===== src/rtl/sram64x128_arbiter.sv =====
// Two-requester round-robin front end that owns every pin of one SRAM1RW64x128 macro.
// Optional post-reset clear of all words: define SRAM64X128_ARB_INIT_CLEAR_EN.
module sram64x128_arbiter #(
  parameter int unsigned ADDR_W = 6,
  parameter int unsigned DATA_W = 128
) (
  input  logic              CE,
  input  logic              RST,
  input  logic              REQ0_VALID,
  output logic              REQ0_READY,
  input  logic              REQ0_WE,
  input  logic [ADDR_W-1:0] REQ0_ADDR,
  input  logic [DATA_W-1:0] REQ0_WDATA,
  output logic              RSP0_VALID,
  output logic [DATA_W-1:0] RSP0_RDATA,
  input  logic              REQ1_VALID,
  output logic              REQ1_READY,
  input  logic              REQ1_WE,
  input  logic [ADDR_W-1:0] REQ1_ADDR,
  input  logic [DATA_W-1:0] REQ1_WDATA,
  output logic              RSP1_VALID,
  output logic [DATA_W-1:0] RSP1_RDATA,
  output logic              INIT_DONE,
  output logic [ADDR_W-1:0] SRAM_A,
  output logic              SRAM_CSB,
  output logic              SRAM_WEB,
  output logic              SRAM_OEB,
  output logic [DATA_W-1:0] SRAM_I,
  input  logic [DATA_W-1:0] SRAM_O
);

  logic              run;
  logic              init_wr;
  logic [ADDR_W-1:0] init_addr;

`ifdef SRAM64X128_ARB_INIT_CLEAR_EN
  localparam logic [0:0] StInit = 1'b0;
  localparam logic [0:0] StRun  = 1'b1;
  localparam logic [ADDR_W-1:0] AddrMax = '1;

  logic [0:0]        state_q;
  logic [ADDR_W-1:0] cnt_q;

  // The edge that puts the last address on the pins also leaves INIT; the counter then freezes.
  always_ff @(posedge CE) begin
    if (RST) begin
      state_q <= StInit;
      cnt_q   <= '0;
    end else if (state_q == StInit) begin
      if (cnt_q == AddrMax) begin
        state_q <= StRun;
      end else begin
        cnt_q <= cnt_q + 1'b1;
      end
    end
  end

  assign run       = (state_q == StRun);
  assign init_wr   = (state_q == StInit);
  assign init_addr = cnt_q;
`else
  logic run_q;

  always_ff @(posedge CE) begin
    if (RST) begin
      run_q <= 1'b0;
    end else begin
      run_q <= 1'b1;
    end
  end

  assign run       = run_q;
  assign init_wr   = 1'b0;
  assign init_addr = '0;
`endif

  assign INIT_DONE = run;

  logic              rr_q;
  logic              grant_any;
  logic              grant_id;
  logic              sel_we;
  logic [ADDR_W-1:0] sel_addr;
  logic [DATA_W-1:0] sel_wdata;

  // Reset gates READY so a requester never sees an accept that the reset edge discards.
  always_comb begin
    grant_any  = run && !RST && (REQ0_VALID || REQ1_VALID);
    grant_id   = (REQ0_VALID && REQ1_VALID) ? rr_q : REQ1_VALID;
    REQ0_READY = grant_any && !grant_id;
    REQ1_READY = grant_any && grant_id;
    sel_we     = grant_id ? REQ1_WE    : REQ0_WE;
    sel_addr   = grant_id ? REQ1_ADDR  : REQ0_ADDR;
    sel_wdata  = grant_id ? REQ1_WDATA : REQ0_WDATA;
  end

  always_ff @(posedge CE) begin
    if (RST) begin
      rr_q <= 1'b0;
    end else if (grant_any) begin
      rr_q <= ~grant_id;
    end
  end

  always_ff @(posedge CE) begin
    if (RST) begin
      SRAM_CSB <= 1'b1;
      SRAM_WEB <= 1'b1;
      SRAM_A   <= '0;
      SRAM_I   <= '0;
    end else if (init_wr) begin
      SRAM_CSB <= 1'b0;
      SRAM_WEB <= 1'b0;
      SRAM_A   <= init_addr;
      SRAM_I   <= '0;
    end else if (grant_any) begin
      SRAM_CSB <= 1'b0;
      SRAM_WEB <= ~sel_we;
      SRAM_A   <= sel_addr;
      SRAM_I   <= sel_wdata;
    end else begin
      SRAM_CSB <= 1'b1;
      SRAM_WEB <= 1'b1;
    end
  end

  // Owner tag follows the command on the pins, then the macro read cycle, then the response.
  logic issue_id_q;
  logic oe_q;
  logic oe_id_q;

  always_ff @(posedge CE) begin
    if (RST) begin
      issue_id_q <= 1'b0;
      oe_q       <= 1'b0;
      oe_id_q    <= 1'b0;
    end else begin
      issue_id_q <= grant_id;
      oe_q       <= !SRAM_CSB && SRAM_WEB;
      oe_id_q    <= issue_id_q;
    end
  end

  assign SRAM_OEB = !oe_q;

  always_ff @(posedge CE) begin
    if (RST) begin
      RSP0_VALID <= 1'b0;
      RSP1_VALID <= 1'b0;
      RSP0_RDATA <= '0;
      RSP1_RDATA <= '0;
    end else begin
      RSP0_VALID <= oe_q && !oe_id_q;
      RSP1_VALID <= oe_q && oe_id_q;
      if (oe_q && !oe_id_q) begin
        RSP0_RDATA <= SRAM_O;
      end
      if (oe_q && oe_id_q) begin
        RSP1_RDATA <= SRAM_O;
      end
    end
  end

endmodule

===== config.mk =====
export PLATFORM = sky130hd
export DESIGN_NAME = sram64x128_arbiter
export DESIGN_NICKNAME = d
export VERILOG_FILES = /design/src/rtl/sram64x128_arbiter.sv
export SDC_FILE = /design/constraint.sdc
export NUM_CORES = 1
export LEC_CHECK = 0
export BUFFER_PORTS_ARGS = -buffer_cell sky130_fd_sc_hd__buf_2
export CAP_MARGIN = 20
export CORE_AREA = 2 2 312 314
export DETAILED_ROUTE_END_ITERATION = 8
export DIE_AREA = 0 0 314 316
export PLACE_DENSITY_LB_ADDON = 0.1
export SETUP_SLACK_MARGIN = 0.05
export SLEW_MARGIN = 10
export SYNTH_ARGS = -nofsm -noshare
export SYNTH_HDL_FRONTEND = slang
export SYNTH_SLANG_ARGS = --single-unit

===== constraint.sdc =====
create_clock -name CE -period 2.25 [get_ports CE]
set_clock_uncertainty 0.1 [all_clocks]
set_input_delay 0.1125 -clock CE [delete_from_list [all_inputs] [get_ports CE]]
set_output_delay 0.1125 -clock CE [all_outputs]
set_load 0.02 [all_outputs]

==> results of run 1 <==
-- worst paths after layout --
kind	to	start	slack, ns
max	SRAM_I[8]	INIT_DONE	0.14
min	SRAM_I[112]	REQ1_WDATA[112]	0.13
max reg2reg	SRAM_I[8]	INIT_DONE	0.14
min reg2reg	RSP1_RDATA[124]	RSP1_RDATA[124]	0.35
-- critical path: stages (launching register included) --
cell and delay [ns]:
dfxtp_1 0.44, nand2b_4 0.12, nor3_4 0.25, buf_4 0.15, buf_4 0.13, buf_4 0.54
a221o_1 0.27
-- per-stage QoR --
step	setup slack, ns	power [µW]	utilization	std cells
after floorplan	0.3668	8458	-	1752
after global placement	0.4066	9459	0.2085	3704
after detailed placement	0.4160	9455	0.2085	3704
after CTS	0.03419	19290	0.2709	4209
after global routing	0.04190	19740	0.2711	4215
final	0.1372	18860	0.2711	4215
-- cells in the mapped netlist --
library cell,instances,area [µm²]
nand2_1,648,2432
dfxtp_1,399,7988
a21oi_1,256,1281
nor3_1,136,680.7
a221o_1,134,1341
clkbuf_1,127,476.7
buf_2,18,90.09
buf_1,13,48.80
nor2b_1,4,25.02
inv_1,3,11.26
and2_1,2,12.51
nand2b_1,2,12.51
nor2_1,2,7.510
nor3b_1,2,15.01
a21boi_0,1,7.510
a21oi_2,1,8.760
a22oi_1,1,7.510
buf_4,1,7.510
o21a_1,1,7.510
or2_2,1,6.260
-- flip-flops by register name (all words and copies together), names as in the netlist --
register / cells
SRAM_CSB: 1
oe_id_q: 1
oe_q: 1
SRAM_A: 6
issue_id_q: 1
SRAM_WEB: 1
rr_q: 1
RSP1_VALID: 1
SRAM_I: 128
INIT_DONE: 1
RSP1_RDATA: 128
RSP0_RDATA: 128
RSP0_VALID: 1
-- metal layers --
| metal | vias up | share of wire | track usage |
|---|---|---|---|
| met5 | - | 0.00021 | 0 |
| met1 | 7964 | 0.40 | 0.1654 |
| met2 | 626 | 0.50 | 0.2640 |
| met4 | 2 | 0.029 | 0.04926 |
| met3 | 114 | 0.076 | 0.04414 |
| li1 | 8293 | - | - |
-- timing repair --
item	in CTS	in global routing
hold endpoints to repair	397	0
pin swaps	1	0
hold buffers	403	0
endpoints found under the setup margin	2	1
resized for setup	2	1
setup buffers	3	0
cloned	2	0
-- cell families after synthesis --
group                  count (synthesis)  synth area share
AOI/OAI and AO/OA                    394            0.1834
buffers and inverters                162           0.04385
DFF                                  399            0.5521
and+or+nand+nor                      797            0.2206
-- report_power, final --
part | internal, µW | leakage [µW] | total, µW | switching [µW]
Sequential | 7320 | 0.00324 | 7450 | 138
Combinational | 1160 | 0.00726 | 2420 | 1260
Clock | 5420 | 0.000914 | 8980 | 3570
-- area by class of cell --
class / instances / area (µm²) / share of cell area
clock buffers: 77 / 1567 / 0.06019
flip-flops and latches: 399 / 7988 / 0.3069
repair buffers: 1243 / 8652 / 0.3324
diodes: 6 / 15.01 / 0.0005769
inverters: 3 / 11.26 / 0.0004327
multi-input cells: 1191 / 5911 / 0.2271
clock inverters: 20 / 286.5 / 0.01101
well taps: 1276 / 1597 / 0.06134
==> results.py, run 1 <==
metrics = {
    "pwr": {
        "power_density_nw_per_um2": 724.6,
        "irDropWorstVdd_mv": 0.5457,
        "p_leak_uw": 0.01142,
    },
    "clock_tree": {
        "cts_tree": "yes",
        "root_buffer": "clkbuf_16",
        "path_clk_slew_ns": 0.06,
        "cts_made_buffers": 53,
        "cts_sinks": 399,
        "clkLatencyLatePin_ns": 0.63,
        "cts_buffer_depth": 3,
        "htree_levels": 2,
    },
    "synth": {
        "syn_nets": 2154,
        "syn_area_per_cell_um2": 8.258,
        "ys_types": 20,
        "syn_inst": 1752,
        "ys_seq_area_frac": 0.5521,
        "synth_area_um2": 14470,
        "ys_ff_latch": 399,
        "synth_warnings": 0,
    },
    "floorplan": {
        "core-area_um2": 95990,
        "initial_core_util": 0.1507,
        "rows": 114,
        "die_y_um": 316,
        "io_pins": 800,
        "die_x_um": 314,
        "dieArea_um2": 99220,
    },
    "place": {
        "portBuffers": 799,
        "dpl.hpwl_mm": 54.46,
        "place_area_um2": 20020,
        "gp_congestion": 0.7947,
    },
    "final_layout": {
        "n_fill_cell": 10440,
        "layout_common_cells": "buf_2 (797), nand2_1 (647), dlygate4sd3_1 (403), dfxtp_1 (399), a21oi_1 (256)",
        "final_common_cell": "buf_2",
        "syn_to_final_growth_pct": 79.89,
        "final_layout_size_suffix_gt1_frac": 0.3198,
        "fin_area_um2": 26030,
        "nNetsFinal": 3293,
    },
    "timing": {
        "finalSetupViolCount": 0,
        "holdWs_ns": 0.1346,
        "period_minus_slack_ns": 2.113,
        "slew_violations": 0,
        "fmax_ghz": 0.4733,
        "worst_pin_slew_ns": 0.8347,
        "rsz0062_at_grt": "yes",
        "period_share": 0.9390,
        "maxSlewHeadroom": 0.4435,
        "hold_viol": 0,
        "setup_tns_ns": 0,
    },
    "run_status": {
        "outcome": "completed",
    },
    "detailed_routing": {
        "drtIter0Drc": 884,
        "drc": 0,
        "wl_mm": 77.02,
        "ant_nets": 0,
        "drt-pass1-iter-count": 4,
        "routedWlPerCell_um": 18.27,
        "vias_per_cell": 4.033,
        "vias": 17000,
    },
    "worst_setup_path": {
        "critPathLaunchType": "flip-flop",
        "worst-path-max-fanout": 53,
        "cp.arrival_ns": 2.58,
        "r2r_cells": 6,
        "cp-end-kind": "flip-flop",
        "critical_path_class": "flip-flop to flip-flop",
        "required_ns": 2.72,
    },
    "global_routing": {
        "antenna_found_initial": 7,
        "grt_pass1_wl_mm": 111.0,
        "grt_max_degree": 133,
        "grt_pass1_vias": 17470,
        "grt_overflow_total": 0,
        "grt_use_total": 0.1472,
    },
    "flow_run": {
        "cap_violations": 0,
    },
    "hold_path": {
        "min_path_type": "primary input to flip-flop",
        "worstHoldPathCells": 3,
    },
}
Power figures use the tool's default switching activity.
==> run 2, diff against run 1 <==
--- a/config.mk
+++ b/config.mk
@@ -7,9 +7,9 @@
 export LEC_CHECK = 0
 export BUFFER_PORTS_ARGS = -buffer_cell sky130_fd_sc_hd__buf_2
 export CAP_MARGIN = 20
-export CORE_AREA = 2 2 312 314
+export CORE_AREA = 2 2 309 311
 export DETAILED_ROUTE_END_ITERATION = 8
-export DIE_AREA = 0 0 314 316
+export DIE_AREA = 0 0 311 313
 export PLACE_DENSITY_LB_ADDON = 0.1
 export SETUP_SLACK_MARGIN = 0.05
 export SLEW_MARGIN = 10
==> constraint.sdc (replaced) <==
create_clock -name CE -period 2.6 [get_ports CE]
set_clock_uncertainty 0.1 [all_clocks]
set_input_delay 0.13 -clock CE [delete_from_list [all_inputs] [get_ports CE]]
set_output_delay 0.13 -clock CE [all_outputs]
set_load 0.02 [all_outputs]
==> run 2 against run 1 <==
Power down 15%. Cell count down 0.62%. Sequential power down 13%. Wire length down 0.59%. Critical path depth down 1. Final area down 1.3%. Register-to-register slack worse by 0.02 ns. Largest power group unchanged.
==> results.py, run 2 (synthesis gave the netlist of run 1 again) <==
metrics = {
    "clock_tree": {
        "root_buffer": "clkbuf_16",
        "cts_sinks": 399,
        "cts_made_buffers": 52,
        "postCtsSetupBuffers": 0,
        "cts_tree": "yes",
        "cts_buffer_depth": 3,
        "clkLatencyLatePin_ns": 0.61,
        "path_clk_slew_ns": 0.06,
        "htree_levels": 2,
    },
    "timing": {
        "worst_pin_slew_ns": 0.7860,
        "setup_slack_ns": 0.1196,
        "finalSetupViolCount": 0,
        "rsz0062_at_grt": "yes",
        "maxSlewHeadroom": 0.4760,
        "fmax_ghz": 0.4032,
        "holdWs_ns": 0.1672,
        "period_share": 0.9540,
        "setup_tns_ns": 0,
        "hold_viol": 0,
        "period_minus_slack_ns": 2.480,
        "slew_violations": 0,
    },
    "detailed_routing": {
        "ant_nets": 0,
        "routedWlPerCell_um": 18.28,
        "vias": 17080,
        "wl_mm": 76.57,
        "drtIter0Drc": 879,
        "drc": 0,
        "drt-pass1-iter-count": 5,
        "vias_per_cell": 4.078,
    },
    "hold_path": {
        "hold_end": "SRAM_WEB",
        "min-delay-start": "REQ1_WE",
        "worstHoldPathCells": 3,
        "min_path_type": "primary input to flip-flop",
    },
    "final_layout": {
        "fin_area_um2": 25690,
        "final_common_cell": "buf_2",
        "syn_to_final_growth_pct": 77.58,
        "top_regs": "RSP0_RDATA x128, RSP1_RDATA x128, SRAM_I x128",
        "nNetsFinal": 3274,
        "final_layout_size_suffix_gt1_frac": 0.3139,
        "layout_common_cells": "buf_2 (797), nand2_1 (647), dlygate4sd3_1 (400), dfxtp_1 (399), a21oi_1 (256)",
    },
    "worst_setup_path": {
        "crit_chain": "and2_4, buf_4, nor3_1, a221o_1, dlygate4sd3_1",
        "cp-end-kind": "flip-flop",
        "r2r_setup_slack_ns": 0.12,
        "reg2reg_from": "rr_q",
        "critPathLaunchType": "flip-flop",
        "slowest_stage": "dlygate4sd3_1",
        "worst-path-max-fanout": 47,
        "critPathMaxStageDelay_ns": 0.56,
        "cp.arrival_ns": 2.86,
        "critical_path_class": "flip-flop to flip-flop",
        "required_ns": 2.98,
        "r2r_cells": 5,
        "reg2reg_to": "SRAM_I[3]",
    },
    "place": {
        "post-place-ws_ns": 0.5438,
        "gp_congestion": 0.8211,
        "place_area_um2": 19870,
        "portBuffers": 799,
        "dpl.hpwl_mm": 52.37,
    },
    "pwr": {
        "power_density_nw_per_um2": 622.5,
        "irDropWorstVdd_mv": 0.5119,
        "p_leak_uw": 0.01149,
        "power_uw": 15990,
    },
    "floorplan": {
        "rows": 113,
        "core-area_um2": 94160,
        "dieArea_um2": 97340,
        "die_x_um": 311,
        "io_pins": 800,
        "die_y_um": 313,
        "initial_core_util": 0.1536,
    },
    "flow_run": {
        "cap_violations": 0,
    },
    "global_routing": {
        "antenna_found_initial": 13,
        "grt_pass1_wl_mm": 112.1,
        "grt_pass1_vias": 17570,
        "grt_max_degree": 134,
        "grt_overflow_total": 0,
        "grt_use_total": 0.1492,
    },
    "run_status": {
        "outcome": "completed",
    },
}
run 2: how the worst max path moves through the flow:
stage | endpoint | start | slack, ns | cells after the start
floorplan | SRAM_WEB | INIT_DONE | 0.72 | 5
global placement | SRAM_I[6] | REQ0_VALID | 0.59 | 5
detailed placement | SRAM_A[1] | REQ0_VALID | 0.54 | 5
CTS | SRAM_I[29] | INIT_DONE | 0.06 | 6
global route | REQ1_READY | INIT_DONE | 0.01 | 4
finish | SRAM_I[3] | rr_q | 0.12 | 5
run 2: critical path, delay by kind of cell (launching register included):
kind,cells,cell delay [ns]
and+or+nand+nor,2,0.63
buffers and inverters,2,0.94
DFF,1,0.35
AOI/OAI and AO/OA,1,0.28
run 2: power by group:
group | switching (µW) | total (µW) | internal [µW]
logic | 1080 | 2100 | 1020
registers | 124 | 6460 | 6330
clock network | 2990 | 7440 | 4460
total | 4190 | 16000 | 11800
run 2: final cells by class:
cell class / instances / area (µm²)
Timing Repair Buffer: 1225 / 8443
Inverter: 3 / 11.26
Fill cell: 10440 / 68470
Tap cell: 1265 / 1583
Antenna cell: 12 / 30.03
Multi-Input combinational cell: 1191 / 5893
Clock buffer: 79 / 1533
Clock inverter: 15 / 211.5
Sequential cell: 399 / 7988
run 2: stage by stage:
step             util  std cells
6_report       0.2728       4189
5_1_grt        0.2728       4186
4_1_cts        0.2721       4176
3_5_place_dp   0.2111       3682
3_3_place_gp   0.2111       3682
2_1_floorplan       -       1752
run 2: per-layer routing:
metal | track usage | wire (µm) | vias to the layer above
met4 | 0.06664 | 3315 | 4
met1 | 0.1678 | 30070 | 8033
met2 | 0.2573 | 37220 | 649
met5 | 0 | 27 | -
li1 | - | - | 8256
met3 | 0.04817 | 5939 | 142
run 2: repair_timing:
action                                  in CTS  in global routing
resized for setup                            0                  3
endpoints found under the setup margin       0                 55
hold endpoints to repair                   398                  0
hold buffers                               400                  0
==> run 3, diff against run 2 <==
--- a/config.mk
+++ b/config.mk
@@ -7,9 +7,11 @@
 export LEC_CHECK = 0
 export BUFFER_PORTS_ARGS = -buffer_cell sky130_fd_sc_hd__buf_2
 export CAP_MARGIN = 20
-export CORE_AREA = 2 2 309 311
+export CELL_PAD_IN_SITES_DETAIL_PLACEMENT = 0
+export CELL_PAD_IN_SITES_GLOBAL_PLACEMENT = 1
+export CORE_AREA = 2 2 311 313
 export DETAILED_ROUTE_END_ITERATION = 8
-export DIE_AREA = 0 0 311 313
+export DIE_AREA = 0 0 313 315
 export PLACE_DENSITY_LB_ADDON = 0.1
 export SETUP_SLACK_MARGIN = 0.05
 export SLEW_MARGIN = 10
==> run 3 against run 2 <==
Core utilization fell by 0.36 points. Sequential cell count did not move. Setup slack improved by 0.074 ns. Register-to-register slack improved by 0.10 ns. Sequential power barely moved. Hold slack improved by 0.0058 ns. Via count rose by 0.28%. Wire length rose by 5.4%. Largest cell class unchanged. Largest power group unchanged.
==> results.py, run 3 (synthesis gave the netlist of run 1 again) <==
metrics = {
    "clock_tree": {
        "cts_tree": "yes",
        "clkLatencyLatePin_ns": 0.62,
        "postCtsSetupBuffers": 0,
        "cts_made_buffers": 54,
        "htree_levels": 2,
        "cts_buffer_depth": 3,
        "path_clk_slew_ns": 0.06,
        "cts_sinks": 399,
        "root_buffer": "clkbuf_16",
    },
    "detailed_routing": {
        "routedWlPerCell_um": 19.18,
        "ant_nets": 0,
        "vias_per_cell": 4.071,
        "drt-pass1-iter-count": 4,
        "drc": 0,
        "vias": 17130,
        "drtIter0Drc": 813,
        "wl_mm": 80.70,
    },
    "timing": {
        "fmax_ghz": 0.4155,
        "rsz0062_at_grt": "no",
        "hold_viol": 0,
        "worst_pin_slew_ns": 1.103,
        "holdWs_ns": 0.1730,
        "finalSetupViolCount": 0,
        "period_minus_slack_ns": 2.407,
        "slew_violations": 0,
        "setup_tns_ns": 0,
        "period_share": 0.9257,
        "maxSlewHeadroom": 0.2650,
    },
    "flow_run": {
        "cap_violations": 0,
    },
    "worst_setup_path": {
        "critPathMaxStageDelay_ns": 0.45,
        "worst-path-max-fanout": 58,
        "cp-end-kind": "primary output",
        "critPathLaunchType": "flip-flop",
        "critical_path_class": "flip-flop to primary output",
        "crit_chain": "nand2b_4, nor3_4, buf_12, buf_2",
        "slowest_stage": "dfxtp_1",
        "cp.arrival_ns": 2.18,
        "required_ns": 2.37,
    },
    "floorplan": {
        "die_x_um": 313,
        "initial_core_util": 0.1512,
        "core-area_um2": 95710,
        "dieArea_um2": 98600,
        "io_pins": 800,
        "die_y_um": 315,
        "rows": 114,
    },
    "final_layout": {
        "n_fill_cell": 10610,
        "final_layout_size_suffix_gt1_frac": 0.3172,
        "nNetsFinal": 3284,
        "syn_to_final_growth_pct": 78.09,
        "final_common_cell": "buf_2",
        "layout_common_cells": "buf_2 (797), nand2_1 (647), dlygate4sd3_1 (402), dfxtp_1 (399), a21oi_1 (256)",
        "fin_area_um2": 25760,
        "multiInputGateArea_um2": 5899,
        "top_regs": "RSP0_RDATA x128, RSP1_RDATA x128, SRAM_I x128",
        "regArea_um2": 7988,
    },
    "pwr": {
        "switching_share": 0.2656,
        "p_seq_frac": 0.399,
        "power_density_nw_per_um2": 628.4,
        "switchingPower_uw": 4300,
        "p_int_uw": 11890,
        "power_frac_comb": 0.131,
        "irDropWorstVdd_mv": 0.4578,
        "clock_power_share": 0.471,
        "p_leak_uw": 0.01156,
    },
    "place": {
        "place_area_um2": 19910,
        "gp_congestion": 0.8019,
        "portBuffers": 799,
        "dpl.hpwl_mm": 56.24,
    },
    "global_routing": {
        "grt_use_total": 0.1559,
        "grt_pass1_wl_mm": 116.2,
        "grt_pass1_vias": 17590,
        "grt_overflow_total": 0,
        "antenna_found_initial": 21,
        "grt_max_degree": 173,
    },
    "hold_path": {
        "min_path_type": "primary input to flip-flop",
    },
    "run_status": {
        "outcome": "completed",
    },
}
run 3: cell types whose count changed in the layout (fill, tap and decap cells not counted), sizes merged:
cell	change
buf	+6
bufinv	-2
clkbuf	+3
clkinv	+1
diode	-2
dlygate4sd3	+2
run 3: path summary, 6_finish.rpt:
path              depth (start not counted)  slack, ns            start              end
hold reg to reg                           2       0.35  RSP0_RDATA[111]  RSP0_RDATA[111]
setup reg to reg                          5       0.22             rr_q       SRAM_I[10]
hold / removal                            3       0.17          REQ1_WE         SRAM_WEB
setup / recovery                          4       0.19        INIT_DONE       REQ1_READY
run 3: final cells by class:
| class | instances | area share |
|---|---|---|
| Inverter | 3 | 0.0004371 |
| Multi-Input combinational cell | 1191 | 0.2290 |
| Antenna cell | 10 | 0.0009713 |
| Tap cell | 1276 | 0.06197 |
| Clock inverter | 14 | 0.005779 |
| Sequential cell | 399 | 0.3100 |
| Clock buffer | 82 | 0.06391 |
| Timing Repair Buffer | 1233 | 0.3279 |
run 3: layer usage:
metal  up-vias  share of wire  global-route usage
met5         -         0.0015                   0
met4        18          0.037             0.06133
met2       600           0.49              0.2699
met3       144          0.077             0.05164
met1      8092           0.40              0.1767
li1       8277              -                   -
run 3: critical path, delay by kind of cell (launching register included):
family / cells / cell delay (ns)
flip-flops: 1 / 0.45
AND/OR/NAND/NOR: 2 / 0.50
buffers and inverters: 2 / 0.54
run 3: metrics by stage:
step                total power [µW]  setup slack, ns  utilization  cells
floorplan                       7319           0.7168            -   1752
global placement                8179           0.7736       0.2081   3700
detailed placement              8179           0.7475       0.2081   3700
CTS                            16570           0.1231       0.2689   4198
global route                   16950          0.06905       0.2691   4203
finish                         16190           0.1932       0.2692   4208
run 3: power by group through the flow:
stage | combinational (µW) | clock (µW) | sequential [µW]
floorplan | 495 | 0 | 6820
global placement | 1600 | 0 | 6580
detailed placement | 1600 | 0 | 6580
CTS | 2150 | 7970 | 6450
global route | 2290 | 8190 | 6470
finish | 2120 | 7620 | 6450
run 3: repair_timing:
action	CTS	global route
setup endpoints to repair	1	0
gates resized for setup	1	0
hold buffers	402	0
endpoints found under the hold margin	397	0
